[src/rtl/bcd_display_scan_if.sv]
// Display bus between the BCD counter chain and the multiplexed 7-segment scanner.
// master = counter/set-mode side, slave = scan driver.
interface bcd_display_scan_if #(
    parameter int N_DIGITS = 6
);
    logic [4*N_DIGITS-1:0]       bcd_in;
    logic [N_DIGITS-1:0]         blink_mask;
    logic [N_DIGITS-1:0]         dp_mask;
    logic [6:0]                  seg;
    logic                        dp;
    logic [N_DIGITS-1:0]         an;
    logic [$clog2(N_DIGITS)-1:0] digit_idx;
    logic                        frame_start;

    modport master (
        output bcd_in, blink_mask, dp_mask,
        input  seg, dp, an, digit_idx, frame_start
    );

    modport slave (
        input  bcd_in, blink_mask, dp_mask,
        output seg, dp, an, digit_idx, frame_start
    );
endinterface

[src/rtl/bcd_display_scan.sv]
// Time-multiplexed active-low 7-segment scanner with per-frame BCD snapshot and blink.
// Optional macro LEADING_ZERO_BLANK_EN blanks a zero in the most significant digit.
module bcd_display_scan #(
    parameter int N_DIGITS  = 6,
    parameter int SCAN_DIV  = 1000,
    parameter int GUARD     = 2,
    parameter int BLINK_DIV = 25000000
) (
    input  logic              clk,
    input  logic              rst,
    bcd_display_scan_if.slave bus
);
    localparam int DW = $clog2(N_DIGITS);
    localparam int SW = $clog2(SCAN_DIV);
    localparam int BW = (BLINK_DIV > 1) ? $clog2(BLINK_DIV) : 1;

    localparam logic [SW-1:0] SCAN_LAST  = SW'(SCAN_DIV - 1);
    localparam logic [SW-1:0] GUARD_END  = SW'(GUARD);
    localparam logic [DW-1:0] DIGIT_LAST = DW'(N_DIGITS - 1);
    localparam logic [BW-1:0] BLINK_LAST = BW'(BLINK_DIV - 1);

    logic [SW-1:0]           scan_cnt_q, scan_cnt_d;
    logic [DW-1:0]           digit_idx_q, digit_idx_d;
    logic [BW-1:0]           blink_cnt_q, blink_cnt_d;
    logic                    blink_phase_q, blink_phase_d;
    logic [4*N_DIGITS-1:0]   snap_q, snap_d;
    logic [6:0]              seg_q, seg_d;
    logic                    dp_q, dp_d;
    logic [N_DIGITS-1:0]     an_q, an_d;

    logic                    frame_edge;
    logic [3:0]              nib;
    logic                    blink_sel;
    logic                    dp_sel;
    logic [N_DIGITS-1:0]     an_sel;
    logic [6:0]              glyph;

    always_comb begin
        frame_edge = (scan_cnt_q == SCAN_LAST) && (digit_idx_q == DIGIT_LAST);

        scan_cnt_d  = (scan_cnt_q == SCAN_LAST) ? '0 : scan_cnt_q + SW'(1);
        digit_idx_d = digit_idx_q;
        if (scan_cnt_q == SCAN_LAST) begin
            digit_idx_d = (digit_idx_q == DIGIT_LAST) ? '0 : digit_idx_q + DW'(1);
        end

        blink_cnt_d   = (blink_cnt_q == BLINK_LAST) ? '0 : blink_cnt_q + BW'(1);
        blink_phase_d = (blink_cnt_q == BLINK_LAST) ? ~blink_phase_q : blink_phase_q;

        // Snapshot only at the frame boundary so one frame never mixes two bcd_in values
        snap_d = frame_edge ? bus.bcd_in : snap_q;

        nib       = '0;
        blink_sel = 1'b0;
        dp_sel    = 1'b0;
        an_sel    = '1;
        for (int unsigned k = 0; k < N_DIGITS; k++) begin
            if (digit_idx_q == DW'(k)) begin
                nib       = snap_q[4*k +: 4];
                blink_sel = bus.blink_mask[k];
                dp_sel    = bus.dp_mask[k];
                an_sel[k] = 1'b0;
            end
        end

        case (nib)
            4'd0:    glyph = 7'h40;
            4'd1:    glyph = 7'h79;
            4'd2:    glyph = 7'h24;
            4'd3:    glyph = 7'h30;
            4'd4:    glyph = 7'h19;
            4'd5:    glyph = 7'h12;
            4'd6:    glyph = 7'h02;
            4'd7:    glyph = 7'h78;
            4'd8:    glyph = 7'h00;
            4'd9:    glyph = 7'h10;
            default: glyph = 7'h3F;
        endcase
`ifdef LEADING_ZERO_BLANK_EN
        if ((digit_idx_q == DIGIT_LAST) && (nib == 4'd0)) begin
            glyph = 7'h7F;
        end
`endif

        if (scan_cnt_q < GUARD_END) begin
            seg_d = 7'h7F;
            dp_d  = 1'b1;
            an_d  = '1;
        end else begin
            // Blanking touches seg/dp only; an keeps sequencing so brightness is unchanged
            an_d = an_sel;
            if (blink_phase_q && blink_sel) begin
                seg_d = 7'h7F;
                dp_d  = 1'b1;
            end else begin
                seg_d = glyph;
                dp_d  = ~dp_sel;
            end
        end
    end

    always_ff @(posedge clk) begin
        if (rst) begin
            scan_cnt_q    <= '0;
            digit_idx_q   <= '0;
            blink_cnt_q   <= '0;
            blink_phase_q <= 1'b0;
            snap_q        <= '0;
            seg_q         <= 7'h7F;
            dp_q          <= 1'b1;
            an_q          <= '1;
        end else begin
            scan_cnt_q    <= scan_cnt_d;
            digit_idx_q   <= digit_idx_d;
            blink_cnt_q   <= blink_cnt_d;
            blink_phase_q <= blink_phase_d;
            snap_q        <= snap_d;
            seg_q         <= seg_d;
            dp_q          <= dp_d;
            an_q          <= an_d;
        end
    end

    assign bus.seg         = seg_q;
    assign bus.dp          = dp_q;
    assign bus.an          = an_q;
    assign bus.digit_idx   = digit_idx_q;
    assign bus.frame_start = frame_edge;
endmodule

[src/flat_wrapper.sv]
// flat-port wrapper written by rule: the top's interface ports become plain ports
module bcd_display_scan_flat 
#(
    parameter int N_DIGITS  = 6,
    parameter int SCAN_DIV  = 1000,
    parameter int GUARD     = 2,
    parameter int BLINK_DIV = 25000000
)
  (clk, rst, bus_bcd_in, bus_blink_mask, bus_dp_mask, bus_seg, bus_dp, bus_an, bus_digit_idx, bus_frame_start);
  bcd_display_scan_if #(.N_DIGITS(N_DIGITS)) bus_i ();
  input  logic clk;
  input  logic rst;
  input wire logic [$bits(bus_i.bcd_in)-1:0] bus_bcd_in;
  input wire logic [$bits(bus_i.blink_mask)-1:0] bus_blink_mask;
  input wire logic [$bits(bus_i.dp_mask)-1:0] bus_dp_mask;
  output wire logic [$bits(bus_i.seg)-1:0] bus_seg;
  output wire logic [$bits(bus_i.dp)-1:0] bus_dp;
  output wire logic [$bits(bus_i.an)-1:0] bus_an;
  output wire logic [$bits(bus_i.digit_idx)-1:0] bus_digit_idx;
  output wire logic [$bits(bus_i.frame_start)-1:0] bus_frame_start;
  assign bus_i.bcd_in = bus_bcd_in;
  assign bus_i.blink_mask = bus_blink_mask;
  assign bus_i.dp_mask = bus_dp_mask;
  assign bus_seg = bus_i.seg;
  assign bus_dp = bus_i.dp;
  assign bus_an = bus_i.an;
  assign bus_digit_idx = bus_i.digit_idx;
  assign bus_frame_start = bus_i.frame_start;
  bcd_display_scan #(.N_DIGITS(N_DIGITS), .SCAN_DIV(SCAN_DIV), .GUARD(GUARD), .BLINK_DIV(BLINK_DIV)) u_core (.clk(clk), .rst(rst), .bus(bus_i));
endmodule
[config.mk]
export PLATFORM = sky130hd
export DESIGN_NAME = bcd_display_scan_flat
export DESIGN_NICKNAME = d
export VERILOG_FILES = /design/src/rtl/bcd_display_scan_if.sv /design/src/rtl/bcd_display_scan.sv /design/src/flat_wrapper.sv
export SDC_FILE = /design/constraint.sdc
export NUM_CORES = 1
export LEC_CHECK = 0
export ABC_AREA = 1
export CAP_MARGIN = 0
export CORE_ASPECT_RATIO = 1.2
export CORE_MARGIN = 2
export CORE_UTILIZATION = 23
export CTS_CLUSTER_DIAMETER = 80
export DETAILED_ROUTE_END_ITERATION = 10
export SYNTH_ARGS = -nofsm -noshare
export SYNTH_HDL_FRONTEND = slang
export SYNTH_SLANG_ARGS = --single-unit
[constraint.sdc]
create_clock -name clk -period 6.2 [get_ports clk]
set_input_delay 0.62 -clock clk [delete_from_list [all_inputs] [get_ports clk]]
set_output_delay 0.62 -clock clk [all_outputs]
set_load 0.01 [all_outputs]
==> key figures <==
Cells and area
  • Fillcell total: 1706
  • Number of diodes: 0
  • Share of layout cells above drive strength 1: between 8 and 9%
  • Footprint of the multi-input gates: 1770 µm²
  • Final Core Density: 29.9%
  • Area Overhead vs Synth: 28.3%
  • Final net count: 580
  • Final Instance Area: approximately 4600 µm²
  • Register area: 1540 µm²

STA
  • Worst slew pin tran: 0.826 ns
  • Clk_skew: 0.00535 ns
  • Unrepaired setup endpoints after global routing: false
  • Post-layout min period: 3.21 ns
  • Max Slew Vio Count: 0
  • Period utilization: 51.7%
  • Setup TNS: 0 ns
  • Final Hold Viols: 0
  • Final Setup Violations: 0
  • Hold slack: 0.445 ns
  • Fmax achieved: 312 MHz
  • Slew margin rel.: 44.8%

Synth
  • Mapped Cells: a little under 500
  • Synth top area share: 42.7%
  • Area leader, netlist: dfxtp_1
  • Syn_area_per_cell: 7.46 µm²
  • Top cells by area, synth: dfxtp_1, nand2_1, nor2_1, inv_1, a21oi_1
  • Sequential area share after synthesis: 42.7%
  • Ys flop type: dfxtp_1
  • Synth warn: 0
  • Post-Syn Area: 3610 µm²
  • Number of synthesized flops with an enable pin: 0
  • Async set-reset flop share out of synthesis: 0%
  • Top-count cell post-synth: nand2_1
  • Synth cell count leaders: nand2_1, nor2_1, dfxtp_1, inv_1, a21oi_1
  • Synth Register Bits: 77
  • Synth cell types: 43
  • Post-Syn Nets: 526

CTS
  • Clk pin slew, worst setup/hold paths: ~0.060 ns
  • Clk buf depth: 2
  • CTS Sinks: 77
  • H-tree depth: 3
  • Skew-Pair Late Insertion Delay: 0.34 ns
  • # hold bufs at CTS: 0
  • Post-CTS setup buffers: 0
  • Root buf cell: clkbuf_16
  • CTS buffer count: 9
  • Resize count post-CTS: 0
  • CTS tree: built

Pwr
  • Leak: 1.72 nW
  • Clock Power Share: 49.2%
  • Power per cell area: between 200 and 250 nW/µm²
  • Peak VDD IR: 0.135 mV
  • Combinational share of power: 5.3%
  • Seq pwr share: between 40% and 50%
  • Net Sw Frac: 20.0%
  • Switching power: 0.000222 W
  • Internal power: between 0.0008 and 0.0009 W

Floorplan
  • Cell Rows: 50
  • Die ar.: approximately 17000 µm²
  • Die W: about 120 µm
  • I/O pins: 56
  • Core Area: 15500 µm²
  • Chip height: about 140 µm
  • Initial Util: 23.3%

Critical path
  • CP startpoint kind: flop
  • CP Data Required Time: 5.58 ns
  • Kind of critical path: flop to primary output
  • WP data arrival: between 2 and 3 ns
  • CP Max Fanout: 18
  • Nature of the critical path endpoint: primary output

Placement
  • DP Area: 4330 µm²
  • Port-buffer cells: 55
  • DP HPWL: 6290 µm
  • GP Congestion: 0.806

Global route
  • Largest net degree at the start of global routing: 33
  • Vias in the first global route: 3027
  • Gr ovfl total: 0
  • GRT Overall Usage: about a tenth
  • First-pass GRT wire length: 14000 µm
  • Initial antenna violation count: 0

Run
  • Max-Cap Viols: 0

Detailed routing
  • Initial drt markers: roughly 120
  • Antenna-violating nets left: 0
  • Drt total wl: 8230 µm
  • 1st-pass router iterations: 4
  • Drt wl/cell: 11.0 µm
  • DRC: 0
  • Vias: 3162
  • Vias per std cell: about 4.2

Run status
  • Status: complete, no violations

Worst hold path
  • HP Class: flop to flop
[layout make-up]
| type | count | area share [%] |
|---|---|---|
| tap | 208 | 5.62 |
| multi-input combinational | 342 | 38.1 |
| timing repair buffer | 55 | 11.9 |
| sequential | 77 | 33.3 |
| clock buffer | 12 | 5.10 |
| clock inverter | 4 | 1.57 |
| inverter | 53 | 4.45 |
[path summary, 6_finish.rpt]
| check | from | to | slack, ns | depth (start not counted) |
|---|---|---|---|---|
| max | u_core.bus.digit_idx[0] | bus_frame_start | 2.99 | 5 |
| min | u_core.scan_cnt_q[0] | u_core.scan_cnt_q[0] | 0.45 | 1 |
| max reg2reg | u_core.bus.digit_idx[1] | u_core.bus.seg[3] | 3.91 | 13 |
| min reg2reg | u_core.scan_cnt_q[0] | u_core.scan_cnt_q[0] | 0.45 | 1 |
[per-layer routing]
layer | vias to the layer above | wire (µm) | GRT usage [%]
li1 | 1699 | - | -
met1 | 1390 | 3940 | 12.8
met2 | 55 | 3780 | 17.0
met3 | 18 | 279 | 2.61
met4 | 0 | 238 | 5.14
met5 | - | 0 | 0
[cell usage in the layout, fill, tap and decap left out, types with 2 or more instances in the layout]
cell type	synthesis	routed
nand2_1	92	92
nor2_1	78	78
dfxtp_1	77	77
clkdlybuf4s50_1	0	55
inv_1	47	47
a21oi_1	27	27
o21ai_0	23	23
nand3_1	22	22
o21ai_1	15	15
nand4_1	14	14
nor3_1	13	13
clkbuf_16	0	9
xor2_1	7	7
a21oi_2	6	6
nor3b_1	6	6
nor4_1	4	4
nor2_2	4	4
ha_1	4	4
inv_4	3	3
inv_2	3	3
nand2_2	3	3
clkbuf_1	2	3
nor3_4	2	2
nor2_4	2	2
o21ai_2	2	2
a211oi_1	2	2
bufinv_16	0	2
[power by group through the flow]
stage	clock [W]	sequential [W]	combinational [W]
3_5_place_dp	0	0.000517	0.0000593
3_3_place_gp	0	0.000517	0.0000592
6_report	0.000546	0.000506	0.0000585
5_1_grt	0.000583	0.000507	0.0000653
4_1_cts	0.000566	0.000506	0.0000594
2_1_floorplan	0	0.000519	0.0000180
[cell families (layout without fill, tap and decap cells)]
family	after synthesis	count (layout)	synth area share, %
buf+inv	65	124	8.42
flops	77	77	42.7
xor+xnor	8	8	1.94
compound gates	81	81	13.2
fa+ha+maj	4	4	1.39
simple gates	249	249	32.4
[stage by stage]
step,cells,setup WS [ns],total power (W)
6_report,751,2.99,0.00111
5_1_grt,751,2.85,0.00116
4_1_cts,751,2.98,0.00113
3_5_place_dp,735,3.22,0.000577
3_3_place_gp,735,3.29,0.000576
2_1_floorplan,484,4.16,0.000537
[worst max-delay path, stage by stage (launching register included)]
cell             delay, ns
dfxtp_1               0.61
inv_4                 0.10
nor3_4                0.46
inv_4                 0.17
nor2_8                0.29
clkdlybuf4s50_1       0.60
[state kept, by name, indices dropped and copies added, names as in the netlist]
register,flops
u_core.blink_cnt_q,25
u_core.snap_q,24
u_core.scan_cnt_q,10
u_core.bus.seg,7
u_core.bus.an,6
u_core.bus.digit_idx,3
u_core.blink_phase_q,1
u_core.bus.dp,1
No activity file was read; power rests on OpenSTA's default activity.
